$ cat src/rtl/sram_init_pkg.sv
// Shared state encoding and default boot constants for the SRAM init bridge.
package sram_init_pkg;

  typedef logic [2:0] state_t;

  localparam state_t S_FILL = 3'd0;
  localparam state_t S_RD   = 3'd1;
  localparam state_t S_LAT  = 3'd2;
  localparam state_t S_WR   = 3'd3;
  localparam state_t S_VRD  = 3'd4;
  localparam state_t S_VLAT = 3'd5;
  localparam state_t S_VCHK = 3'd6;
  localparam state_t S_DONE = 3'd7;

  localparam logic [19:0] INIT_BASE_DEF = 20'h80000;
  localparam logic [47:0] FILL_DATA_DEF = 48'h000008080000;

  // Keeps counter/address widths at least one bit for degenerate depths.
  function automatic int safe_clog2(input int n);
    return (n > 1) ? $clog2(n) : 1;
  endfunction

endpackage

$ cat src/rtl/sram_host_mux.sv
// Selects between the init engine and the host as the SRAM master.
module sram_host_mux #(
  parameter int ADDR_W = 20,
  parameter int DATA_W = 48,
  parameter int HOST_W = 32
) (
  input  logic              init_busy_i,
  input  logic              eng_stb_i,
  input  logic              eng_we_i,
  input  logic [ADDR_W-1:0] eng_addr_i,
  input  logic [DATA_W-1:0] eng_data_i,
  input  logic              host_stb_i,
  input  logic              host_we_i,
  input  logic [ADDR_W-1:0] host_addr_i,
  input  logic [HOST_W-1:0] host_data_i,
  input  logic              sram_ack_i,
  output logic              sram_stb_o,
  output logic              sram_we_o,
  output logic [ADDR_W-1:0] sram_addr_o,
  output logic [DATA_W-1:0] sram_data_o,
  output logic              host_ack_o
);

  always_comb begin
    if (init_busy_i) begin
      sram_stb_o  = eng_stb_i;
      sram_we_o   = eng_we_i;
      sram_addr_o = eng_addr_i;
      sram_data_o = eng_data_i;
    end else begin
      sram_stb_o  = host_stb_i;
      sram_we_o   = host_we_i;
      sram_addr_o = host_addr_i;
      sram_data_o = host_we_i ? DATA_W'(host_data_i) : '0;
    end
    // The host is stalled, never acknowledged, while the engine owns the SRAM.
    host_ack_o = !init_busy_i && host_stb_i && sram_ack_i;
  end

endmodule

$ cat src/rtl/sram_init_bridge.sv
// Host-to-SRAM bridge with fill + ROM-copy boot loader; define SRAM_INIT_VERIFY_EN
// to add a readback pass that raises a sticky init_err on any mismatch.
module sram_init_bridge
  import sram_init_pkg::*;
#(
  parameter int                ADDR_W     = 20,
  parameter int                DATA_W     = 48,
  parameter int                HOST_W     = 32,
  parameter int                INIT_DEPTH = 128,
  parameter logic [ADDR_W-1:0] INIT_BASE  = ADDR_W'(INIT_BASE_DEF),
  parameter logic [ADDR_W-1:0] FILL_ADDR  = '0,
  parameter logic [DATA_W-1:0] FILL_DATA  = DATA_W'(FILL_DATA_DEF),
  parameter int                FILL_COUNT = 3
) (
  input  logic                                    clk,
  input  logic                                    rst_n,
  input  logic                                    stb,
  input  logic [ADDR_W-1:0]                       addra,
  input  logic [HOST_W-1:0]                       dina,
  input  logic                                    wea,
  output logic [DATA_W-1:0]                       douta,
  output logic                                    ack,
  input  logic                                    init_req,
  output logic                                    init_busy,
  output logic                                    init_done,
`ifdef SRAM_INIT_VERIFY_EN
  output logic                                    init_err,
`endif
  output logic [safe_clog2(INIT_DEPTH)-1:0]       rom_addr,
  input  logic [DATA_W-1:0]                       rom_data,
  output logic                                    sram_stb,
  output logic [ADDR_W-1:0]                       sram_addra,
  output logic [DATA_W-1:0]                       sram_dina,
  output logic                                    sram_we,
  input  logic [DATA_W-1:0]                       sram_douta,
  input  logic                                    sram_ack
);

  localparam int ROM_AW = safe_clog2(INIT_DEPTH);
  localparam int FC_W   = safe_clog2(FILL_COUNT + 1);
  localparam logic [ROM_AW-1:0] LAST_IDX  = ROM_AW'(INIT_DEPTH - 1);
  localparam logic [FC_W-1:0]   LAST_FILL = FC_W'((FILL_COUNT > 0) ? FILL_COUNT - 1 : 0);
  localparam state_t            START_ST  = (FILL_COUNT > 0) ? S_FILL : S_RD;

  state_t              state_q, state_d;
  logic [ROM_AW-1:0]   idx_q, idx_d;
  logic [FC_W-1:0]     fill_cnt_q, fill_cnt_d;
  logic [DATA_W-1:0]   wr_data_q, wr_data_d;
  logic                busy_q, busy_d;
  logic                done_q, done_d;
  logic                eng_stb_q, eng_stb_d;
  logic                eng_we_q, eng_we_d;
  logic [ADDR_W-1:0]   eng_addr_q, eng_addr_d;
  logic [DATA_W-1:0]   eng_data_q, eng_data_d;
`ifdef SRAM_INIT_VERIFY_EN
  logic                err_q, err_d;
`endif

  always_comb begin
    // NOTE: every combinational output is defaulted first so no path can infer a latch.
    state_d    = state_q;
    idx_d      = idx_q;
    fill_cnt_d = fill_cnt_q;
    wr_data_d  = wr_data_q;
`ifdef SRAM_INIT_VERIFY_EN
    err_d      = err_q;
`endif
    case (state_q)
      S_FILL: if (sram_ack) begin
        if (fill_cnt_q == LAST_FILL) state_d = S_RD;
        else                         fill_cnt_d = fill_cnt_q + 1'b1;
      end
      S_RD:  state_d = S_LAT;
      S_LAT: begin
        wr_data_d = rom_data;
        state_d   = S_WR;
      end
      S_WR: if (sram_ack) begin
        if (idx_q == LAST_IDX) begin
`ifdef SRAM_INIT_VERIFY_EN
          state_d = S_VRD;
          idx_d   = '0;
`else
          state_d = S_DONE;
`endif
        end else begin
          idx_d   = idx_q + 1'b1;
          state_d = S_RD;
        end
      end
`ifdef SRAM_INIT_VERIFY_EN
      S_VRD:  state_d = S_VLAT;
      S_VLAT: begin
        wr_data_d = rom_data;
        state_d   = S_VCHK;
      end
      S_VCHK: if (sram_ack) begin
        if (sram_douta != wr_data_q) err_d = 1'b1;
        if (idx_q == LAST_IDX) begin
          state_d = S_DONE;
        end else begin
          idx_d   = idx_q + 1'b1;
          state_d = S_VRD;
        end
      end
`endif
      S_DONE: if (init_req && !stb) begin
        state_d    = START_ST;
        idx_d      = '0;
        fill_cnt_d = '0;
`ifdef SRAM_INIT_VERIFY_EN
        err_d      = 1'b0;
`endif
      end
      default: state_d = START_ST;
    endcase

    busy_d = (state_d != S_DONE);
    done_d = (state_d == S_DONE);

    // Engine outputs are registered from the next state so they hold steady while stb is high.
    eng_stb_d  = 1'b0;
    eng_we_d   = 1'b0;
    eng_addr_d = '0;
    eng_data_d = '0;
    case (state_d)
      S_FILL: begin
        eng_stb_d  = 1'b1;
        eng_we_d   = 1'b1;
        eng_addr_d = FILL_ADDR;
        eng_data_d = FILL_DATA;
      end
      S_WR: begin
        eng_stb_d  = 1'b1;
        eng_we_d   = 1'b1;
        eng_addr_d = INIT_BASE + ADDR_W'(idx_d);
        eng_data_d = wr_data_d;
      end
`ifdef SRAM_INIT_VERIFY_EN
      S_VCHK: begin
        eng_stb_d  = 1'b1;
        eng_addr_d = INIT_BASE + ADDR_W'(idx_d);
      end
`endif
      default: ;
    endcase
  end

  // NOTE: state uses non-blocking assignments so all registers see pre-edge values.
  always_ff @(posedge clk or negedge rst_n) begin
    if (!rst_n) begin
      state_q    <= START_ST;
      idx_q      <= '0;
      fill_cnt_q <= '0;
      wr_data_q  <= '0;
      busy_q     <= 1'b1;
      done_q     <= 1'b0;
      eng_stb_q  <= 1'b0;
      eng_we_q   <= 1'b0;
      eng_addr_q <= '0;
      eng_data_q <= '0;
`ifdef SRAM_INIT_VERIFY_EN
      err_q      <= 1'b0;
`endif
    end else begin
      state_q    <= state_d;
      idx_q      <= idx_d;
      fill_cnt_q <= fill_cnt_d;
      wr_data_q  <= wr_data_d;
      busy_q     <= busy_d;
      done_q     <= done_d;
      eng_stb_q  <= eng_stb_d;
      eng_we_q   <= eng_we_d;
      eng_addr_q <= eng_addr_d;
      eng_data_q <= eng_data_d;
`ifdef SRAM_INIT_VERIFY_EN
      err_q      <= err_d;
`endif
    end
  end

  assign init_busy = busy_q;
  assign init_done = done_q;
  assign rom_addr  = idx_q;
  assign douta     = DATA_W'(sram_douta[HOST_W-1:0]);
`ifdef SRAM_INIT_VERIFY_EN
  assign init_err  = err_q;
`endif

  logic unused_douta_hi;
  assign unused_douta_hi = ^(sram_douta >> HOST_W);

  sram_host_mux #(
    .ADDR_W(ADDR_W),
    .DATA_W(DATA_W),
    .HOST_W(HOST_W)
  ) u_mux (
    .init_busy_i(busy_q),
    .eng_stb_i  (eng_stb_q),
    .eng_we_i   (eng_we_q),
    .eng_addr_i (eng_addr_q),
    .eng_data_i (eng_data_q),
    .host_stb_i (stb),
    .host_we_i  (wea),
    .host_addr_i(addra),
    .host_data_i(dina),
    .sram_ack_i (sram_ack),
    .sram_stb_o (sram_stb),
    .sram_we_o  (sram_we),
    .sram_addr_o(sram_addra),
    .sram_data_o(sram_dina),
    .host_ack_o (ack)
  );

endmodule
$ cat config.mk
export PLATFORM = sky130hd
export DESIGN_NAME = sram_init_bridge
export DESIGN_NICKNAME = d
export VERILOG_FILES = /design/src/rtl/sram_init_pkg.sv /design/src/rtl/sram_host_mux.sv /design/src/rtl/sram_init_bridge.sv
export SDC_FILE = /design/constraint.sdc
export NUM_CORES = 1
export LEC_CHECK = 0
export BUFFER_PORTS_ARGS = -buffer_cell sky130_fd_sc_hd__buf_2
export CAP_MARGIN = 20
export CORE_ASPECT_RATIO = 0.9
export CORE_MARGIN = 1.5
export CORE_UTILIZATION = 40
export CTS_CLUSTER_SIZE = 12
export DETAILED_ROUTE_END_ITERATION = 8
export GPL_ROUTABILITY_DRIVEN = 0
export GPL_TIMING_DRIVEN = 0
export PLACE_DENSITY_LB_ADDON = 0.3
export RECOVER_POWER = 25
export SKIP_LAST_GASP = 1
export SLEW_MARGIN = 20
export SYNTH_ARGS = -nofsm -noshare
export SYNTH_HDL_FRONTEND = slang
export SYNTH_SLANG_ARGS = --single-unit
export TNS_END_PERCENT = 1
$ cat constraint.sdc
create_clock -name clk -period 1.96 [get_ports clk]
set_input_delay 0.196 -clock clk [delete_from_list [all_inputs] [get_ports clk]]
set_output_delay 0.196 -clock clk [all_outputs]
set_load 0.005 [all_outputs]
# Yosys cells after proc, flatten, opt, wreduce, memory -nomap -nowiden
# Index checks and enable logic that the tools add are counted.
# word_totals
regBits,131
in_bits,154
out_inout_bits,128
word_cells,57
# classes
addsub,3
eq_ne,12
muxes,23
reduce_logical,10
# ops
operator,count
48-bit two-way mux,2
48-bit one-hot mux with 2 select lines,1
20-bit two-way mux,2
32-bit two-way mux,1
7-bit two-way mux,3
"20-bit by 7-bit adder with 20-bit output, first input constant",1
3-bit two-way mux,5
3-bit one-hot mux with 5 select lines,1
7-bit one-hot mux with 2 select lines,1
"3-bit by 2-bit == test with 1-bit output, second input constant",3
"7-bit by 1-bit adder with 7-bit output, second input constant",1
"7-bit == test, second input constant",1
"3-bit == test, second input constant",2
3-bit zero test,2
2-bit two-way mux,3
"2-bit != test, second input constant",3
2-bit one-hot mux with 2 select lines,1
4-bit AND reduction,1
"3-bit by 1-bit == test with 1-bit output, second input constant",1
1-bit logical AND,3
1-bit two-way mux,3
"3-bit != test, second input constant",1
"2-bit by 1-bit adder with 2-bit output, second input constant",1
"2-bit == test, second input constant",1
3 further kinds,4

# Logic depth before layout (Yosys ltp)
# Gate-level depths: netlist of run 1.
# depth
depth_word,7
ltp_mapped,6
mapped_depth_nobuf,5

# By module
# From an unflattened synthesis of run 1, not the netlist that was laid out.
# hier_totals
hier_cells,445
hier_area_um2,5599.1
# by_module_without_submodules
module,instances,cells_per_inst,area_per_inst_um2,seq_area_each_um2
sram_init_bridge,1,359,4852.2,2979.1
sram_host_mux,1,86,747.0,0.0

# Worst setup path after synthesis of run 1
# Ideal clock, no wire load.
# synth_timing
path_kind,register to output
startpoint,reg busy_q (netlist: init_busy)
endpoint,out sram_addra[0]
arrival_ps,1494
required_time_ps,1764
slack_ps,270
path_stages_with_launch,4
n_path_buf,2
cell_sequence,dfstp_2 clkbuf_1 buf_1 mux2_2
# synth_via
elab_chain_cells,1
# synth_lines
item,line_no,text
start: declaration,sram_init_bridge.sv:49,"logic busy_q, busy_d;"
start signal: assignment,sram_init_bridge.sv:170,busy_q <= busy_d;
20-bit two-way mux,sram_host_mux.sv:25,if (init_busy_i) begin
end: declaration,sram_init_bridge.sv:32,"output logic [ADDR_W-1:0] sram_addra,"
# No other way between the ends.

# Final worst setup path of run 1
# layout_timing
startpoint,reg busy_q (netlist: init_busy)
endpoint,out sram_addra[5]
# The elaborated chain is that of the path after synthesis.

==> results of run 1 <==
[final cells by class]
cell class	instances	area (sq um)	share of cell area (%)
plain buffers	72	514	6.82
clock buffers	24	502	6.65
clock inverters	8	118	1.56
inverters	5	18.8	0.249
multi-input cells	259	2050	27.2
flip-flops and latches	119	2980	39.6
well taps	168	210	2.79
repair buffers	222	1140	15.1
[cells in the mapped netlist]
cell	instances	area, sq um
dfrtp_1	118	2950
and2_1	65	407
buf_4	49	368
mux2_2	37	417
a22o_1	33	289
mux2_4	22	330
nor2b_1	19	119
clkbuf_1	16	60.1
nand3_1	8	40.0
o21ai_0	7	35.0
nand2_1	6	22.5
inv_1	5	18.8
a31oi_1	4	25.0
buf_2	4	20.0
nand2b_1	4	25.0
nor2_1	4	15.0
a21oi_1	3	15.0
buf_1	3	11.3
nand4_1	3	18.8
o22ai_1	3	18.8
a21bo_2	2	20.0
a21o_1	2	15.0
a32o_1	2	20.0
buf_6	2	22.5
ha_1	2	25.0
nor3_1	2	10.0
a21boi_0	1	7.51
a21boi_1	1	7.51
a221o_1	1	10.0
a311oi_1	1	8.76
and3_1	1	6.26
and3b_1	1	8.76
and4b_1	1	10.0
conb_1	1	3.75
dfstp_2	1	26.3
mux2i_1	1	10.0
nand3_2	1	10.0
nand3b_1	1	7.51
o21ai_1	1	5.00
o2bb2ai_1	1	8.76
o31ai_1	1	7.51
or2_2	1	6.26
or3_4	1	11.3
[critical path: stages (launching register included)]
cell and delay (ns):
dfstp_4 0.67, buf_2 0.24, mux2_2 0.36, buf_2 0.13
[path summary, 6_finish.rpt]
check | startpoint | end | slack, ns | depth (start not counted)
hold reg to reg | wr_data_q[1]$_DFF_PN0_ | wr_data_q[1]$_DFF_PN0_ | 0.49 | 1
min in group asynchronous | rst_n | rom_addr[5]$_DFF_PN0_ | 0.70 | 2
setup reg to reg | state_q[2]$_DFF_PN0_ | eng_data_q[18]$_DFF_PN0_ | 0.05 | 6
hold / removal | rom_data[12] | wr_data_q[12]$_DFF_PN0_ | 0.03 | 2
max in group asynchronous | rst_n | init_busy$_DFF_PN1_ | 0.25 | 3
setup / recovery | init_busy$_DFF_PN1_ | sram_addra[5] | -0.04 | 3
[routing by layer]
layer	global-route usage [%]	share of wire (%)
met4	6.36	0.90
met5	0	0
met3	5.91	6.9
met1	24.1	44
met2	31.2	49
[placed cells by master (no fill, tap or decap), types with 17 or more instances in the layout]
| cell | n |
|---|---|
| dfrtp_1 | 118 |
| mux2_2 | 37 |
| nor2b_1 | 18 |
| a22o_1 | 33 |
| and2_1 | 65 |
| clkbuf_4 | 29 |
| buf_2 | 218 |
| clkbuf_16 | 17 |
| mux2_4 | 22 |
| buf_4 | 24 |
[sequential cells by signal, indices dropped and copies added, names as in the netlist]
| register | cells |
|---|---|
| eng_data_q | 48 |
| wr_data_q | 48 |
| eng_addr_q | 8 |
| rom_addr | 7 |
| state_q | 3 |
| fill_cnt_q | 2 |
| eng_we_q | 1 |
| init_busy | 1 |
| init_done | 1 |
[kinds of logic (layout without fill, tap and decap cells)]
logic type	after synthesis	after routing	synth area share (%)
and+or+nand+nor	118	118	13.1
adders and majority gates	2	2	0.457
AOI/OAI and AO/OA	63	63	9.00
DFF	119	119	54.4
muxes	60	60	13.8
buffers and inverters	79	331	9.14
other	1	16	0.0685
[repair_timing]
| item | CTS | global route |
|---|---|---|
| gates resized for setup | 17 | 2 |
| endpoints found under the setup margin | 78 | 79 |
| hold buffers | 1 | 0 |
| buffers inserted | 3 | 0 |
| hold endpoints to repair | 59 | 0 |
| gates cloned | 0 | 0 |
[power by group]
part	internal, mW	leakage, nW	switching (mW)	total (mW)
Combinational	2.31	2.16	1.72	4.03
Sequential	3.63	1.48	0.426	4.06
Clock	2.16	0.306	1.03	3.19
[metrics by stage]
step	setup TNS [ns]	setup WS, ns	cells	total power, mW
floorplan	0	0.270	457	6.71
detailed placement	-14.34	-0.418	843	8.16
global route	-5.08	-0.132	877	12.0
global placement	-95.82	-0.701	842	8.01
CTS	-0.987	-0.0728	877	11.4
finish	-0.258	-0.0381	877	11.3
==> summary.md, run 1 <==
| Metric | Value |
|---|---|
| Status | `complete, but fails checks` |
| Failing checks | `capacitance limit, slew limit, setup timing` |
| Via count | `4157` |
| Worst endpoint required time | `~1.8 ns` |
| IO buf count | `roughly 220` |
| DRT Wirelength | `roughly 13000 um` |
| Post-route worst setup slack | `-0.0381 ns` |
| HP Class | `in -> reg` |
| Seq/Total Area, Yosys | `between 50% and 60%` |
| FF+latch count, synth | `around 120` |
| Vias per inst | `approximately 4.7` |
| Minimum clock period | `2.00 ns` |
| Max-slew violations | `60` |
| Maxcap violations | `1` |
| Share of cells above drive strength 1 | `53.2%` |
| GR Overflow Total | `0` |
| Slew Limit Headroom | `-3.85%` |
| Final hold viol count | `0` |
| Remaining DRCs | `0` |
| CTS HTree Levels | `4` |
| Die area | `0.0144 sq mm` |
| Clk_lat worst skew | `around 0.41 ns` |
| Worst EP arrival | `roughly 1.8 ns` |
| Mapped cell area | `0.00548 sq mm` |
| Worst Max-Slew Pin Slew | `roughly 1.6 ns` |
| Filler cells | `1157` |
| Setup violators final | `9` |
| Critical path type | `reg -> out` |
| CORE AREA | `~0.013 sq mm` |
| Ant diodes | `0` |
| Longest Clk Path Bufs | `2` |
| Starting DRT DRC Count | `about 140` |
| Final Hold Slack | `0.0260 ns` |
| WL/cell | `15.3 um` |
| # nets final | `852` |
| Max Clock Skew | `about 0.006 ns` |
| Synthesized instance count | `442` |
| Die W | `126 um` |
| Fin crit share | `102%` |
| Post-DP Area | `0.00686 sq mm` |
| Vias in the first global route | `about 4000` |
| Largest net degree at the start of global routing | `61` |
| Design Area, Final | `0.00754 sq mm` |
| IO Pins | `about 280` |
| Synth warnings | `0` |
| CTS clk-pin slew, worst paths | `about 0.050 ns` |
| PwrDens | `roughly 1500 mW/mm^2` |
| FP Rows | `40` |
| RSZ-0062 raised after global routing | `true` |
| Final core utilization | `a little under three fifths` |
| CP max FO | `10` |
| Startpoint Class | `flop` |
| Total CTS buffers | `17` |
| Initial antenna violation count | `0` |
| Layout overhead on the synthesized area | `37.7%` |
| Remaining antenna violation count | `0` |
| Peak supply drop | `around 0.9 mV` |
| Root Driver | `clkbuf_16` |
| Syn avg cell area | `12.4 sq um` |
| Pleak | `just under 4 nW` |
| Netlist cell types | `43` |
| Fmax | `between 0.5 and 0.6 GHz` |
| CTS tree | `built` |
| First-pass GRT wire length | `approximately 21000 um` |
| DP Wirelength | `a little under 10000 um` |
| Pre-antenna DRT Iters | `4` |
| Global Route Usage Sum | `roughly a fifth` |
| Crit. End Element | `output pin` |
| Die Y | `~110 um` |
| Clk sink count | `between 100 and 150` |
| Initial Utilization | `around two fifths` |
Power figures use the tool's default switching activity.
==> inputs of run 2 (changes only) <==
SETUP_SLACK_MARGIN = 0.1   (was default)
==> summary.md, run 2 (synthesis results as in run 1) <==
| Metric | Value |
|---|---|
| Status | `finished, final reports clean (was complete, but fails checks)` |
| Maxcap violations | `0 (was 1)` |
| Die Y | `114 um (unchanged)` |
| FP Rows | `40 (unchanged)` |
| CP max FO | `5 (was 10)` |
| Die area | `0.0144 sq mm (unchanged)` |
| Longest Clk Path Bufs | `2 (unchanged)` |
| Minimum clock period | `1.94 ns (was 2.00 ns)` |
| Starting DRT DRC Count | `126 (was 136)` |
| Worst-path cell chain | `buf_12 > clkbuf_16 > mux2_2 > buf_2 (was buf_2 > mux2_2 > buf_2)` |
| Startpoint Class | `flop (unchanged)` |
| Peak supply drop | `0.887 mV (was 0.886 mV)` |
| PwrDens | `1470 mW/mm^2 (was 1490 mW/mm^2)` |
| Max-slew violations | `0 (was 60)` |
| # nets final | `856 (was 852)` |
| Clk_lat worst skew | `0.41 ns (about the same)` |
| R2r setup slk | `0.12 ns (was 0.05 ns)` |
| Total CTS buffers | `17 (unchanged)` |
| Worst r2r src | `state_q[2]$_DFF_PN0_ (unchanged)` |
| CTS clk-pin slew, worst paths | `0.05 ns (about the same)` |
| Root Driver | `clkbuf_16 (unchanged)` |
| Final core utilization | `57.4% (was 56.4%)` |
| Fin cells | `881 (was 877)` |
| Net Sw Power | `3.18 mW (was 3.17 mW)` |
| IO buf count | `217 (unchanged)` |
| Delay-heaviest family, CP | `flip-flops (unchanged)` |
| Buf/Inv on CP | `3 (was 2)` |
| Area occupied by multi-input gates | `0.00207 sq mm (was 0.00205 sq mm)` |
| Die W | `126 um (unchanged)` |
| Sw Share | `28.1% (about the same)` |
| Remaining DRCs | `0 (unchanged)` |
| Remaining antenna violation count | `0 (unchanged)` |
| Worst Hold Path EP | `wr_data_q[31]$_DFF_PN0_ (was wr_data_q[12]$_DFF_PN0_)` |
| IO Pins | `282 (unchanged)` |
| RSZ-0062 raised after global routing | `true (unchanged)` |
| CTS HTree Levels | `4 (unchanged)` |
| Combinational Power Share | `35.9% (was 35.7%)` |
| HP Class | `in -> reg (unchanged)` |
| Sequential power share | `35.9% (was 36.0%)` |
| GR Overflow Total | `0 (unchanged)` |
| Global Route Usage Sum | `19.0% (about the same)` |
| Power share of the clock group | `28.2% (was 28.3%)` |
| Worst endpoint required time | `1.76 ns (about the same)` |
| Slew Limit Headroom | `6.49% (was -3.85%)` |
| DP Wirelength | `9940 um (unchanged)` |
| Largest net degree at the start of global routing | `61 (unchanged)` |
| Initial Utilization | `41.0% (unchanged)` |
| Worst Max-Slew Pin Slew | `1.40 ns (was 1.56 ns)` |
| Worst r2r dst | `eng_data_q[18]$_DFF_PN0_ (unchanged)` |
| Critical path type | `reg -> out (unchanged)` |
| Vias per inst | `4.74 (about the same)` |
| Pre-antenna DRT Iters | `4 (unchanged)` |
| Post-DP Area | `0.00686 sq mm (unchanged)` |
| Clk sink count | `119 (unchanged)` |
| Initial antenna violation count | `0 (unchanged)` |
| Cell-internal power | `8.12 mW (was 8.10 mW)` |
| Hold path depth | `2 (unchanged)` |
| Crit. End Element | `output pin (unchanged)` |
| Hold path start | `rom_data[31] (was rom_data[12])` |
| Vias in the first global route | `3983 (was 3990)` |
| Max Clock Skew | `0.00642 ns (was 0.00601 ns)` |
| Most frequent cells in the layout | `buf_2 (216), dfrtp_1 (118), and2_1 (65), mux2_2 (35), a22o_1 (33) (was buf_2 (218), dfrtp_1 (118), and2_1 (65), mux2_2 (37), a22o_1 (33))` |
| Final hold viol count | `0 (unchanged)` |
| Max incr delay on CP | `0.63 ns (was 0.67 ns)` |
| WL/cell | `15.5 um (was 15.3 um)` |
| Reg area | `0.00298 sq mm (unchanged)` |
| Top Registers | `eng_data_q x48, wr_data_q x48, eng_addr_q x8 (unchanged)` |
| Filler cells | `1147 (was 1157)` |
| Fmax | `0.517 GHz (was 0.500 GHz)` |
| Share of cells above drive strength 1 | `53.7% (was 53.2%)` |
| Design Area, Final | `0.00766 sq mm (was 0.00754 sq mm)` |
| Pwr Total | `11.3 mW (about the same)` |
| DRT Wirelength | `13600 um (was 13400 um)` |
| Layout overhead on the synthesized area | `40.0% (was 37.7%)` |
| Setup violators final | `0 (was 9)` |
| Most common cell after layout, fill and taps aside | `buf_2 (unchanged)` |
| First-pass GRT wire length | `20700 um (was 20800 um)` |
| Crit-path slowest cell | `dfstp_4 (unchanged)` |
| Via count | `4180 (was 4157)` |
| CTS tree | `built (unchanged)` |
| Pleak | `4.02 nW (was 3.95 nW)` |
| Ant diodes | `0 (unchanged)` |
| FF-to-FF path depth | `6 (unchanged)` |
| Worst EP arrival | `1.74 ns (was 1.80 ns)` |
| Placed Cells | `843 (unchanged)` |
| Fin crit share | `98.7% (was 102%)` |
| CORE AREA | `0.0134 sq mm (unchanged)` |
## run 2: cell count changes in the layout (fill, tap and decap cells not counted), moves of 2 or more
cell,before,now
clkbuf_8,8,6
mux2_4,22,24
buf_12,0,2
buf_2,218,216
buf_4,24,26
clkbuf_2,4,2
buf_8,0,3
buf_6,2,5
mux2_2,37,35
## run 2: per-stage QoR
| stage | setup TNS [ns] | setup slack [ns] | hold slack, ns |
|---|---|---|---|
| 5_1_grt | -0.152 | -0.0332 | 0.00972 |
| 6_report | 0 | 0.0248 | 0.0255 |
| 3_5_place_dp | -14.34 | -0.418 | 0.206 |
| 3_3_place_gp | -95.82 | -0.701 | 0.438 |
| 2_1_floorplan | 0 | 0.270 | -0.0996 |
| 4_1_cts | -0.0153 | -0.00727 | 0.00738 |
## run 2: worst max-delay path by stage
| stage | from | to | slack [ns] | cells after the start |
|---|---|---|---|---|
| finish | init_busy$_DFF_PN1_ | sram_addra[6] | 0.02 | 4 |
| global route | init_busy$_DFF_PN1_ | sram_addra[6] | -0.03 | 4 |
| CTS | state_q[2]$_DFF_PN0_ | eng_data_q[18]$_DFF_PN0_ | -0.007 | 6 |
| detailed placement | init_busy$_DFF_PN1_ | sram_dina[23] | -0.42 | 6 |
| global placement | rst_n | wr_data_q[33]$_DFF_PN0_ | -0.70 | 1 |
| floorplan | init_busy$_DFF_PN1_ | sram_addra[0] | 0.27 | 3 |
## run 2: what timing repair did
item,in CTS,in global routing
hold endpoints to repair,59,0
resized for setup,24,17
hold buffers,1,0
gates cloned,0,1
setup endpoints to repair,103,140
pin swaps,0,1
setup buffers,3,3
## run 2: metal layers
layer / vias up / wire length [um] / global-route usage (%)
li1: 1971 / - / -
met1: 2021 / 5840 / 24.0
met3: 10 / 969 / 5.91
met4: 0 / 121 / 6.36
met2: 178 / 6680 / 31.2
met5: - / 0 / 0
## run 2: layout make-up
class,instances,area share [%]
multi-input combinational,259,27.0
clock inverter,8,1.53
clock buffer,24,6.55
inverter,5,0.245
timing repair buffer,226,15.9
tap,168,2.74
buffer,72,7.15
sequential,119,38.9
## run 2: power groups by stage
stage	clock network, mW	logic (mW)	registers [mW]
after detailed placement	0	4.08	4.08
after global routing	3.37	4.48	4.18
final	3.19	4.05	4.06
after CTS	3.25	4.11	4.06
after floorplan	0	2.78	3.93
after global placement	0	3.97	4.04
==> inputs of run 3 (changes only) <==
clock period = 2.4 ns   (was 1.96 ns; I/O delays follow)
==> summary.md, run 3 (synthesis results as in run 1) <==
| Metric | Value |
|---|---|
| Vias in the first global route | `3987 (was 3983)` |
| R2r setup slk | `0.49 ns (was 0.12 ns)` |
| DRT Wirelength | `13400 um (was 13600 um)` |
| Most common cell after layout, fill and taps aside | `buf_2 (unchanged)` |
| Total CTS buffers | `17 (unchanged)` |
| Buf/Inv on CP | `3 (unchanged)` |
| CORE AREA | `0.0134 sq mm (unchanged)` |
| Via count | `4140 (was 4180)` |
| RSZ-0062 raised after global routing | `true (unchanged)` |
| PwrDens | `1230 mW/mm^2 (was 1470 mW/mm^2)` |
| Remaining DRCs | `0 (unchanged)` |
| DP Wirelength | `9940 um (unchanged)` |
| Pwr Total | `9.20 mW (was 11.3 mW)` |
| Pre-antenna DRT Iters | `4 (unchanged)` |
| Crit. End Element | `output pin (unchanged)` |
| Worst-path cell chain | `nor2b_1 > clkbuf_1 > clkbuf_2 > a22o_1 > buf_2 (was buf_12 > clkbuf_16 > mux2_2 > buf_2)` |
| Worst Max-Slew Pin Slew | `1.55 ns (was 1.40 ns)` |
| FP Rows | `40 (unchanged)` |
| Minimum clock period | `between 2 and 2.5 ns` |
| Critical path type | `reg -> out (unchanged)` |
| WL/cell | `15.3 um (was 15.5 um)` |
| Ant diodes | `0 (unchanged)` |
| CTS HTree Levels | `4 (unchanged)` |
| Max Clock Skew | `0.00641 ns (was 0.00642 ns)` |
| Initial Utilization | `41.0% (unchanged)` |
| GR Overflow Total | `0 (unchanged)` |
| Pre-CTS WS | `-0.0223 ns (was -0.418 ns)` |
| Vias per inst | `4.73 (was 4.74)` |
| Global Route Usage Sum | `19.0% (about the same)` |
| Hold path depth | `2 (unchanged)` |
| Crit-path slowest cell | `dfstp_4 (unchanged)` |
| Post-route worst setup slack | `0.140 ns (was 0.0248 ns)` |
| Pleak | `3.92 nW (was 4.02 nW)` |
| Slew Limit Headroom | `-3.38% (was 6.49%)` |
| Status | `complete, but fails checks (was finished, final reports clean)` |
| Die Y | `114 um (unchanged)` |
| Final hold viol count | `0 (unchanged)` |
| Root Driver | `clkbuf_16 (unchanged)` |
| Failing checks | `capacitance limit, slew limit` |
| Clk sink count | `119 (unchanged)` |
| IO buf count | `217 (unchanged)` |
| FF-to-FF path depth | `6 (unchanged)` |
| Remaining antenna violation count | `0 (unchanged)` |
| CTS tree | `built (unchanged)` |
| # nets final | `850 (was 856)` |
| # Post-CTS Setup Buffers | `0 (was 3)` |
| Starting DRT DRC Count | `118 (was 126)` |
| Most frequent cells in the layout | `buf_2 (216), dfrtp_1 (118), and2_1 (65), mux2_2 (37), a22o_1 (33) (was buf_2 (216), dfrtp_1 (118), and2_1 (65), mux2_2 (35), a22o_1 (33))` |
| CP max FO | `11 (was 5)` |
| Setup violators final | `0 (unchanged)` |
| Max incr delay on CP | `0.71 ns (was 0.63 ns)` |
| Final core utilization | `56.0% (was 57.4%)` |
| Worst r2r src | `state_q[2]$_DFF_PN0_ (unchanged)` |
| Clk_lat worst skew | `0.41 ns (about the same)` |
| Initial antenna violation count | `0 (unchanged)` |
| Longest Clk Path Bufs | `2 (unchanged)` |
| Worst Hold Path EP | `wr_data_q[12]$_DFF_PN0_ (was wr_data_q[31]$_DFF_PN0_)` |
| CTS clk-pin slew, worst paths | `0.05 ns (about the same)` |
| Largest net degree at the start of global routing | `61 (unchanged)` |
| Fin crit share | `94.2%` |
| Max-slew violations | `60 (was 0)` |
| Delay-heaviest family, CP | `flip-flops (unchanged)` |
| Startpoint Class | `flop (unchanged)` |
| Peak supply drop | `0.725 mV (was 0.887 mV)` |
| Final Hold Slack | `0.0711 ns (was 0.0255 ns)` |
| IO Pins | `282 (unchanged)` |
| Hold path start | `rom_data[12] (was rom_data[31])` |
| Die area | `0.0144 sq mm (unchanged)` |
| Layout overhead on the synthesized area | `36.7% (was 40.0%)` |
| Worst r2r dst | `eng_data_q[41]$_DFF_PN0_ (was eng_data_q[18]$_DFF_PN0_)` |
| Die W | `126 um (unchanged)` |
| Top Registers | `eng_data_q x48, wr_data_q x48, eng_addr_q x8 (unchanged)` |
| First-pass GRT wire length | `20700 um (about the same)` |
| Worst EP arrival | `2.02 ns (was 1.74 ns)` |
| HP Class | `in -> reg (unchanged)` |
| Fmax | `around 0.44 GHz` |
| Maxcap violations | `1 (was 0)` |
| Share of cells above drive strength 1 | `52.3% (was 53.7%)` |
| Worst endpoint required time | `2.16 ns (was 1.76 ns)` |
==> run 3: changes by cell type in the layout (fill, tap and decap cells not counted), moves of 2 or more <==
cell	before	now
buf_12	2	0
buf_4	26	21
buf_6	5	2
buf_8	3	0
clkbuf_1	12	16
clkbuf_2	2	7
mux2_2	35	37
mux2_4	24	22
==> run 3: metal layers <==
metal  share of wire, %  vias up  GRT usage (%)
li1                   -     1955              -
met1                 43     1999           24.0
met2                 48      174           30.8
met3                6.9       12           5.91
met4                1.4        0           7.13
met5                  0        -              0
==> run 3: timing repair <==
action                                  CTS  global route
endpoints found under the setup margin   70            30
endpoints found under the hold margin    59             0
gates resized for setup                   6             1
hold buffers                              1             0
==> run 3: per-stage QoR <==
step	instance area (sq um)	setup TNS [ns]	std cells
after CTS	7500	0	875
final	7490	0	875
after detailed placement	6860	-0.0728	843
after global placement	6830	-35.08	842
after floorplan	5530	0	457
after global routing	7490	0	875
==> run 3: how the worst max path moves through the flow <==
stage / start / to / slack (ns) / cells past startpoint
floorplan: init_busy$_DFF_PN1_ / sram_addra[0] / 0.67 / 3
global placement: rst_n / wr_data_q[33]$_DFF_PN0_ / -0.31 / 1
detailed placement: init_busy$_DFF_PN1_ / sram_dina[23] / -0.02 / 6
CTS: init_busy$_DFF_PN1_ / sram_addra[5] / 0.09 / 3
global route: init_busy$_DFF_PN1_ / sram_dina[21] / 0.03 / 5
finish: init_busy$_DFF_PN1_ / sram_dina[21] / 0.14 / 5
==> run 3: worst register-to-register path, cell delays in order, from the launching register on <==
cell,delay (ns)
dfrtp_1,0.42
nand2b_1,0.18
nor2_1,0.23
buf_4,0.27
buf_6,0.21
mux2_4,0.32
and2_1,0.16
==> run 3: where the power goes <==
part,switching [mW],internal [mW]
clock network,0.838,1.76
logic,1.40,1.89
registers,0.346,2.96
==> run 3: layout make-up <==
cell class / instances / area (sq um)
inverters: 5 / 18.8
clock inverters: 8 / 118
plain buffers: 73 / 485
repair buffers: 219 / 1120
clock buffers: 24 / 502
flip-flops and latches: 119 / 2980
multi-input cells: 259 / 2050
well taps: 168 / 210
fillers: 1156 / 5880
